### src/rtl/clint_core_sync_if.sv
// -----------------------------------------------------------------------------
// clint_core_sync_if
//   BRAM-style access port between the TileLink-to-BRAM adapter (master) and
//   the CLINT register core (slave).
//
//   bram_en     access strobe
//   bram_we     write when high together with bram_en, read when low
//   bram_wmask  byte-lane write enables
//   bram_addr   64-bit word address (byte address >> 3)
//   bram_wdata  write data
//   bram_rdata  read data, valid the cycle after a read strobe
// -----------------------------------------------------------------------------
interface clint_core_sync_if #(
   parameter int BramAddrWidth = 13
);
   logic                     bram_en;
   logic                     bram_we;
   logic [7:0]               bram_wmask;
   logic [BramAddrWidth-1:0] bram_addr;
   logic [63:0]              bram_wdata;
   logic [63:0]              bram_rdata;

   modport master (
      output bram_en, bram_we, bram_wmask, bram_addr, bram_wdata,
      input  bram_rdata
   );

   modport slave (
      input  bram_en, bram_we, bram_wmask, bram_addr, bram_wdata,
      output bram_rdata
   );
endinterface

### src/rtl/clint_core_sync.sv
// -----------------------------------------------------------------------------
// clint_core_sync
//   Single-clock CLINT register core. Implements msip, mtimecmp and mtime
//   behind a BRAM-style port. mtime advances once every TickDivider cycles
//   of clk_i, so no separate timer clock is needed.
//
//   Word map (64-bit words):
//     h>>1          msip of hart h in 32-bit lane h[0], bit 0 only
//     0x800 + h     mtimecmp[h]
//     0x17FF        mtime
//     anything else reads 0, writes ignored
//
//   Ports:
//     clk_i   core clock
//     rst_ni  asynchronous active-low reset
//     bram    BRAM-style access port (slave side)
//     msip_o  software interrupt per hart
//     mtip_o  timer interrupt per hart (mtime >= mtimecmp, registered)
// -----------------------------------------------------------------------------
module clint_core_sync #(
   parameter int NumHarts      = 1,
   parameter int TickDivider   = 50,
   parameter int BramAddrWidth = 13
) (
   input  logic                clk_i,
   input  logic                rst_ni,
   clint_core_sync_if.slave    bram,
   output logic [NumHarts-1:0] msip_o,
   output logic [NumHarts-1:0] mtip_o
);

   localparam int CntW = (TickDivider > 1) ? $clog2(TickDivider) : 1;
   localparam logic [CntW-1:0] TickLast = CntW'(TickDivider - 1);
   localparam logic [BramAddrWidth-1:0] MtimeAddr = BramAddrWidth'(32'h17FF);

   // Byte-lane merge: lanes with mask set take new_v, others keep old_v.
   function automatic logic [63:0] byte_merge(input logic [63:0] old_v,
                                              input logic [63:0] new_v,
                                              input logic [7:0]  mask);
      logic [63:0] bit_mask;
      bit_mask = {{8{mask[7]}}, {8{mask[6]}}, {8{mask[5]}}, {8{mask[4]}},
                  {8{mask[3]}}, {8{mask[2]}}, {8{mask[1]}}, {8{mask[0]}}};
      return (new_v & bit_mask) | (old_v & ~bit_mask);
   endfunction

   logic            wr_en;
   logic            rd_en;
   logic [CntW-1:0] presc_q;
   logic            tick;
   logic [63:0]     mtime_q;
   logic [63:0]     mtime_d;
   logic [63:0]     rd_word;
   logic [63:0]     rdata_p1;
   logic [63:0]     rd_part [NumHarts];

   assign wr_en = bram.bram_en &  bram.bram_we;
   assign rd_en = bram.bram_en & ~bram.bram_we;

   // ---- prescaler / mtime --------------------------------------------------
   // The prescaler free-runs; software writes never disturb it.
   assign tick = (presc_q == TickLast);

   // A software write to mtime wins over the tick increment in the same cycle.
   always_comb begin
      mtime_d = mtime_q;
      if (wr_en && (bram.bram_addr == MtimeAddr)) begin
         mtime_d = byte_merge(mtime_q, bram.bram_wdata, bram.bram_wmask);
      end else if (tick) begin
         mtime_d = mtime_q + 64'd1;
      end
   end

   always_ff @(posedge clk_i or negedge rst_ni) begin
      if (!rst_ni) begin
         presc_q <= '0;
         mtime_q <= '0;
      end else begin
         presc_q <= tick ? '0 : presc_q + 1'b1;
         mtime_q <= mtime_d;
      end
   end

   // ---- per-hart registers -------------------------------------------------
   for (genvar h = 0; h < NumHarts; h++) begin : g_hart
      localparam logic [BramAddrWidth-1:0] CmpAddr  = BramAddrWidth'(32'h800 + h);
      localparam logic [BramAddrWidth-1:0] MsipAddr = BramAddrWidth'(h / 2);
      localparam bit                       Lane     = (h % 2) == 1;

      logic [63:0] cmp_q;
      logic        msip_q;
      logic        mtip_p1;
      logic        lane_wen;
      logic        lane_wbit;

      // Each 32-bit msip lane is written through its byte-0 mask bit.
      assign lane_wen  = Lane ? bram.bram_wmask[4]  : bram.bram_wmask[0];
      assign lane_wbit = Lane ? bram.bram_wdata[32] : bram.bram_wdata[0];

      always_ff @(posedge clk_i or negedge rst_ni) begin
         if (!rst_ni) begin
            cmp_q   <= '1;
            msip_q  <= 1'b0;
            mtip_p1 <= 1'b0;
         end else begin
            if (wr_en && (bram.bram_addr == CmpAddr)) begin
               cmp_q <= byte_merge(cmp_q, bram.bram_wdata, bram.bram_wmask);
            end
            if (wr_en && (bram.bram_addr == MsipAddr) && lane_wen) begin
               msip_q <= lane_wbit;
            end
            // Compare uses current register values, hence one cycle of lag.
            mtip_p1 <= (mtime_q >= cmp_q);
         end
      end

      // mtimecmp and msip addresses never overlap, so contributions can be ORed.
      assign rd_part[h] = ((bram.bram_addr == CmpAddr) ? cmp_q : 64'd0) |
                          ((bram.bram_addr == MsipAddr) ?
                              (Lane ? {31'd0, msip_q, 32'd0} : {63'd0, msip_q}) :
                              64'd0);

      assign msip_o[h] = msip_q;
      assign mtip_o[h] = mtip_p1;
   end

   // ---- read path ----------------------------------------------------------
   always_comb begin
      rd_word = (bram.bram_addr == MtimeAddr) ? mtime_q : 64'd0;
      for (int h = 0; h < NumHarts; h++) begin
         rd_word = rd_word | rd_part[h];
      end
   end

   // Read data holds its value in every cycle without a read strobe.
   always_ff @(posedge clk_i or negedge rst_ni) begin
      if (!rst_ni) begin
         rdata_p1 <= '0;
      end else if (rd_en) begin
         rdata_p1 <= rd_word;
      end
   end

   assign bram.bram_rdata = rdata_p1;

endmodule

### src/flat_wrapper.sv
// flat-port wrapper written by rule: the top's interface ports become plain ports
module clint_core_sync_flat 
#(
   parameter int NumHarts      = 1,
   parameter int TickDivider   = 50,
   parameter int BramAddrWidth = 13
)
  (clk_i, rst_ni, msip_o, mtip_o, bram_bram_en, bram_bram_we, bram_bram_wmask, bram_bram_addr, bram_bram_wdata, bram_bram_rdata);
  clint_core_sync_if #(.BramAddrWidth(BramAddrWidth)) bram_i ();
  input  logic clk_i;
  input  logic rst_ni;
  output logic [NumHarts-1:0] msip_o;
  output logic [NumHarts-1:0] mtip_o;
  input wire logic [$bits(bram_i.bram_en)-1:0] bram_bram_en;
  input wire logic [$bits(bram_i.bram_we)-1:0] bram_bram_we;
  input wire logic [$bits(bram_i.bram_wmask)-1:0] bram_bram_wmask;
  input wire logic [$bits(bram_i.bram_addr)-1:0] bram_bram_addr;
  input wire logic [$bits(bram_i.bram_wdata)-1:0] bram_bram_wdata;
  output wire logic [$bits(bram_i.bram_rdata)-1:0] bram_bram_rdata;
  assign bram_i.bram_en = bram_bram_en;
  assign bram_i.bram_we = bram_bram_we;
  assign bram_i.bram_wmask = bram_bram_wmask;
  assign bram_i.bram_addr = bram_bram_addr;
  assign bram_i.bram_wdata = bram_bram_wdata;
  assign bram_bram_rdata = bram_i.bram_rdata;
  clint_core_sync #(.NumHarts(NumHarts), .TickDivider(TickDivider), .BramAddrWidth(BramAddrWidth)) u_core (.clk_i(clk_i), .rst_ni(rst_ni), .bram(bram_i), .msip_o(msip_o), .mtip_o(mtip_o));
endmodule
### config.mk
export PLATFORM = sky130hd
export DESIGN_NAME = clint_core_sync_flat
export DESIGN_NICKNAME = d
export VERILOG_FILES = /design/src/rtl/clint_core_sync_if.sv /design/src/rtl/clint_core_sync.sv /design/src/flat_wrapper.sv
export SDC_FILE = /design/constraint.sdc
export NUM_CORES = 1
export LEC_CHECK = 0
export ABC_AREA = 1
export CAP_MARGIN = 20
export CORE_UTILIZATION = 39
export DETAILED_ROUTE_END_ITERATION = 8
export PLACE_DENSITY = 0.6
export SYNTH_ARGS = -nofsm -noshare
export SYNTH_HDL_FRONTEND = slang
export SYNTH_SLANG_ARGS = --single-unit
export TNS_END_PERCENT = 5
### constraint.sdc
create_clock -name clk_i -period 1.5 [get_ports clk_i]
set_input_delay 0.375 -clock clk_i [delete_from_list [all_inputs] [get_ports clk_i]]
set_output_delay 0.375 -clock clk_i [all_outputs]
set_load 0.1 [all_outputs]
Word-level counts from Yosys, hierarchy flattened
Cells that the tools add are included.
{"block": "word_totals", "inputBits": 89, "word_cells": 35, "out_inout_bits": 66, "ff_bits": 200}
{"block": "classes", "add_sub_neg": 2, "mux": 6, "n_eq_ne": 3, "n_bitwise": 11, "order_cmp": 1, "n_reduce_logical": 6}
{"op": "64-bit 2-to-1 mux", "count": 4}
{"op": "64-bit bitwise OR", "count": 4}
{"op": "64-bit AND", "count": 3}
{"op": "64-bit by 1-bit adder with 64-bit output (second input constant)", "count": 1}
{"op": "64-bit >= comparator", "count": 1}
{"op": "64-bit inverter", "count": 1}
{"op": "13-bit by 12-bit == test with 1-bit output (second input constant)", "count": 1}
{"op": "13-bit == test (second input constant)", "count": 1}
{"op": "13-bit logical NOT", "count": 1}
{"op": "6-bit by 1-bit adder with 6-bit output (second input constant)", "count": 1}
{"op": "6-bit == test (second input constant)", "count": 1}
{"op": "6-bit 2-to-1 mux", "count": 1}
{"op": "1-bit logical AND", "count": 4}
{"op": "1-bit AND", "count": 2}
{"op": "2-bit nonzero test", "count": 1}
{"op": "1-bit 2-to-1 mux", "count": 1}
{"op": "1-bit inverter", "count": 1}

Depth between registers and ports, before layout
{"block": "depth", "word_depth": 4, "ltp_mapped": 15}

Least setup slack after synthesis
No wires, ideal clock.
{"block": "synth_path", "path_kind": "register to register", "from": "register with a tool-made name", "to": "register with a tool-made name", "path_stages_with_launch": 11, "synth_period_minus_slack_ns": 1.650, "path_slack_ns": -0.150, "required_time_ns": 1.375, "arrival_ns": 1.526, "path_cell_list": "dfrtp_1 -> ha_1 -> inv_1 -> nor2_2 -> nand2_2 -> nor2_2 -> nand2_1 -> nor2_1 -> nand3_1 -> nand3_1 -> nand3_1"}

==> impl_metrics.json <==
{
  "antennaDiodeCount": 0,
  "yosysSeqAreaShare_pct": 39.5,
  "routed_via_density": 5.08,
  "cts.sinks": 200,
  "switching_share_pct": 33.3,
  "power_frac_comb_pct": 23.2,
  "ir_drop_mv": 0.752,
  "die-width_um": 184,
  "finalPower_uw": 14000,
  "netlist.area_leader.share_pct": 26.4,
  "place_congestion": 0.925,
  "relSlewSlack_pct": 73.9,
  "clk_latency_ns": 0.45,
  "clock_power_share_pct": 35.1,
  "finalWorstSetupSlack_ns": -0.389,
  "synth_area_leaders": "dfrtp_1 (26%), nand2_1 (14%), dfstp_2 (13%), nor2_1 (10%), a21oi_1 (8.7%)",
  "tightest_slew_ns": 0.391,
  "cts.clk_slew.worst_paths_ns": 0.08,
  "drv_cap": 0,
  "synth-edff-count": 0,
  "seqPwrFrac_pct": 41.7,
  "yosysMostFrequentCell": "nand2_1",
  "violations": "negative setup slack",
  "async_reset_ff_share_pct": 100,
  "final-setup-viol-count": 69,
  "yosysWarnings": 0,
  "period_share_pct": 126,
  "ys_ff_latch": 200,
  "final_area_sq_mm": 0.0203,
  "drt_pass1_iterations": 5,
  "htree_levels": 4,
  "status": "finished, violations left",
  "synthFlopType": "dfrtp_1",
  "wl_per_cell_um": 17.1,
  "endpoint_kind": "register",
  "stdcell_count": 2786,
  "synth_area_per_cell_sq_um": 7.02,
  "syn_inst": 1832,
  "finalHoldViolations": 0,
  "rsz0062_at_grt": "true",
  "synth_top_area_cell": "dfrtp_1",
  "routed_wl_um": 47500,
  "syn2layout_area_growth_pct": 58.0,
  "initial_core_util_pct": 39.6,
  "cp_data_required_time_ns": 1.88,
  "track_usage_pct": 28.7,
  "num_vias": 14100,
  "synth_cell_types": 37,
  "grt_max_degree": 36,
  "dp_cells": 2704,
  "drc": 0,
  "drt_iter0_drc": 1082,
  "dpl.hpwl_um": 35400,
  "num-nets-final": 2487,
  "synth_area_sq_mm": 0.0129,
  "p_leak_uw": 0.00981,
  "drive_above_1_share_pct": 35.9,
  "layout_min_cycle_time_ns": 1.89,
  "ioPinCount": 155,
  "min_path_type": "input port to asynchronous set/reset pin",
  "cts_tree": "built",
  "synth_nets": 1988,
  "coreArea_sq_mm": 0.0325,
  "p_switching_uw": 4660,
  "arrival_ns": 2.27,
  "io_buffers": 154,
  "rows": 66,
  "die_h_um": 184,
  "clock_tree.buffer_depth": 2,
  "fmax_ghz": 0.529,
  "netlist_top_cells_count": "nand2_1 (468), nor2_1 (347), a21oi_1 (223)",
  "grt_pass1_wl_um": 74700,
  "cp-start-kind": "register",
  "p_int_uw": 9330,
  "grt_pass1_vias": 13900,
  "antenna_found_initial": 0,
  "cts_root_buf": "clkbuf_16",
  "postRouteAntennaNets": 0,
  "crit_fanout": 3,
  "setup.worst_path.class": "register to register",
  "cts_inserted_buffers": 17,
  "cellPowerDensity_mw_per_mm2": 688,
  "dieArea_sq_mm": 0.0337,
  "drv_slew": 0,
  "clock_skew_ns": 0.0125,
  "grt_remaining_overflow": 0,
  "placed_area_sq_mm": 0.0181
}
-- critical path: stages (launching register included) --
cell	delay, ns
dfstp_2	0.54
inv_2	0.05
ha_4	0.26
nand2_2	0.04
inv_2	0.05
nand3_2	0.07
nor3_2	0.17
buf_4	0.16
nand3_4	0.13
inv_2	0.08
nand2_2	0.06
nand2_4	0.09
nor2_1	0.04
nand2_1	0.07
-- stage by stage --
step           setup slack, ns  hold slack [ns]  utilization, %  TNS [ns]
2_1_floorplan          -0.0642           0.0794               -     -3.38
3_3_place_gp            -0.757            0.336            55.6   -120.94
3_5_place_dp            -0.795            0.333            55.6   -126.87
4_1_cts                 -0.406            0.419            60.8    -11.17
5_1_grt                 -0.505            0.449            62.5    -20.71
6_report                -0.389            0.428            62.5    -12.47
-- worst paths after layout --
kind | from | depth (start not counted) | endpoint | slack [ns]
hold reg to reg | register | 2 | register | 0.49
hold / removal | rst_ni | 2 | u_core.bram.bram_rdata[63] | 0.43
setup / recovery | register | 13 | u_core.mtip_o | -0.39
setup reg to reg | register | 13 | u_core.mtip_o | -0.39
min in group clk_i | bram_bram_wdata[53] | 3 | register | 0.49
max in group asynchronous | rst_ni | 3 | asynchronous set/reset pin | 0.43
-- placed cells by master (no fill, tap or decap), drive strengths merged, types with 10 or more instances in the layout --
| cell type | synthesis | layout |
|---|---|---|
| clkdlybuf4s50 | 0 | 72 |
| nor3 | 21 | 21 |
| dlygate4sd2 | 0 | 15 |
| dfstp | 64 | 64 |
| inv | 183 | 187 |
| nand2 | 489 | 491 |
| nand3 | 59 | 59 |
| buf | 35 | 436 |
| dfrtp | 136 | 136 |
| nor2 | 353 | 353 |
| o21ai | 108 | 109 |
| a21oi | 233 | 233 |
| clkbuf | 16 | 20 |
| xnor2 | 10 | 10 |
| ha | 67 | 67 |
| nand4 | 19 | 19 |
-- final cells by class --
class | instances | area, sq um
clock buffer | 19 | 443
clock inverter | 13 | 161
fill | 2873 | 12200
inverter | 183 | 704
multi-input combinational | 1401 | 7950
sequential | 200 | 5120
tap | 442 | 553
timing repair buffer | 528 | 5400
-- kinds of logic (layout without fill, tap and decap cells) --
group           Yosys count  in the layout  share of synthesized area (%)
fa+ha+maj                67             67                           6.51
buf+inv                 234            743                           7.66
simple gates            952            954                           30.4
compound gates          364            365                           14.9
flops                   200            200                           39.5
xor+xnor                 15             15                           1.02
-- routing by layer --
metal  track usage, %  part of all wire (%)  wire length (um)  up-vias
met5                0                     0                 0        -
met2             46.5                    47             22100      432
met3             3.98                   5.3              2520       83
met4             9.00                   2.5              1180        0
met1             39.4                    46             21700     6696
li1                 -                     -                 -     6929
-- repair_timing --
item / in CTS / in global routing
pin swaps: 64 / 33
endpoints found under the hold margin: 18 / 0
gates resized for setup: 243 / 132
setup buffers: 34 / 13
hold buffers: 1 / 0
gates cloned: 6 / 0
setup endpoints to repair: 197 / 191
-- power by group through the flow --
stage          clock (uW)  sequential [uW]  combinational (uW)
2_1_floorplan           0             7260                 314
3_3_place_gp            0             5930                3240
3_5_place_dp            0             5930                3250
4_1_cts              4970             5840                3260
5_1_grt              5200             5860                3380
6_report             4900             5830                3250
No activity file was read; power rests on OpenSTA's default activity.
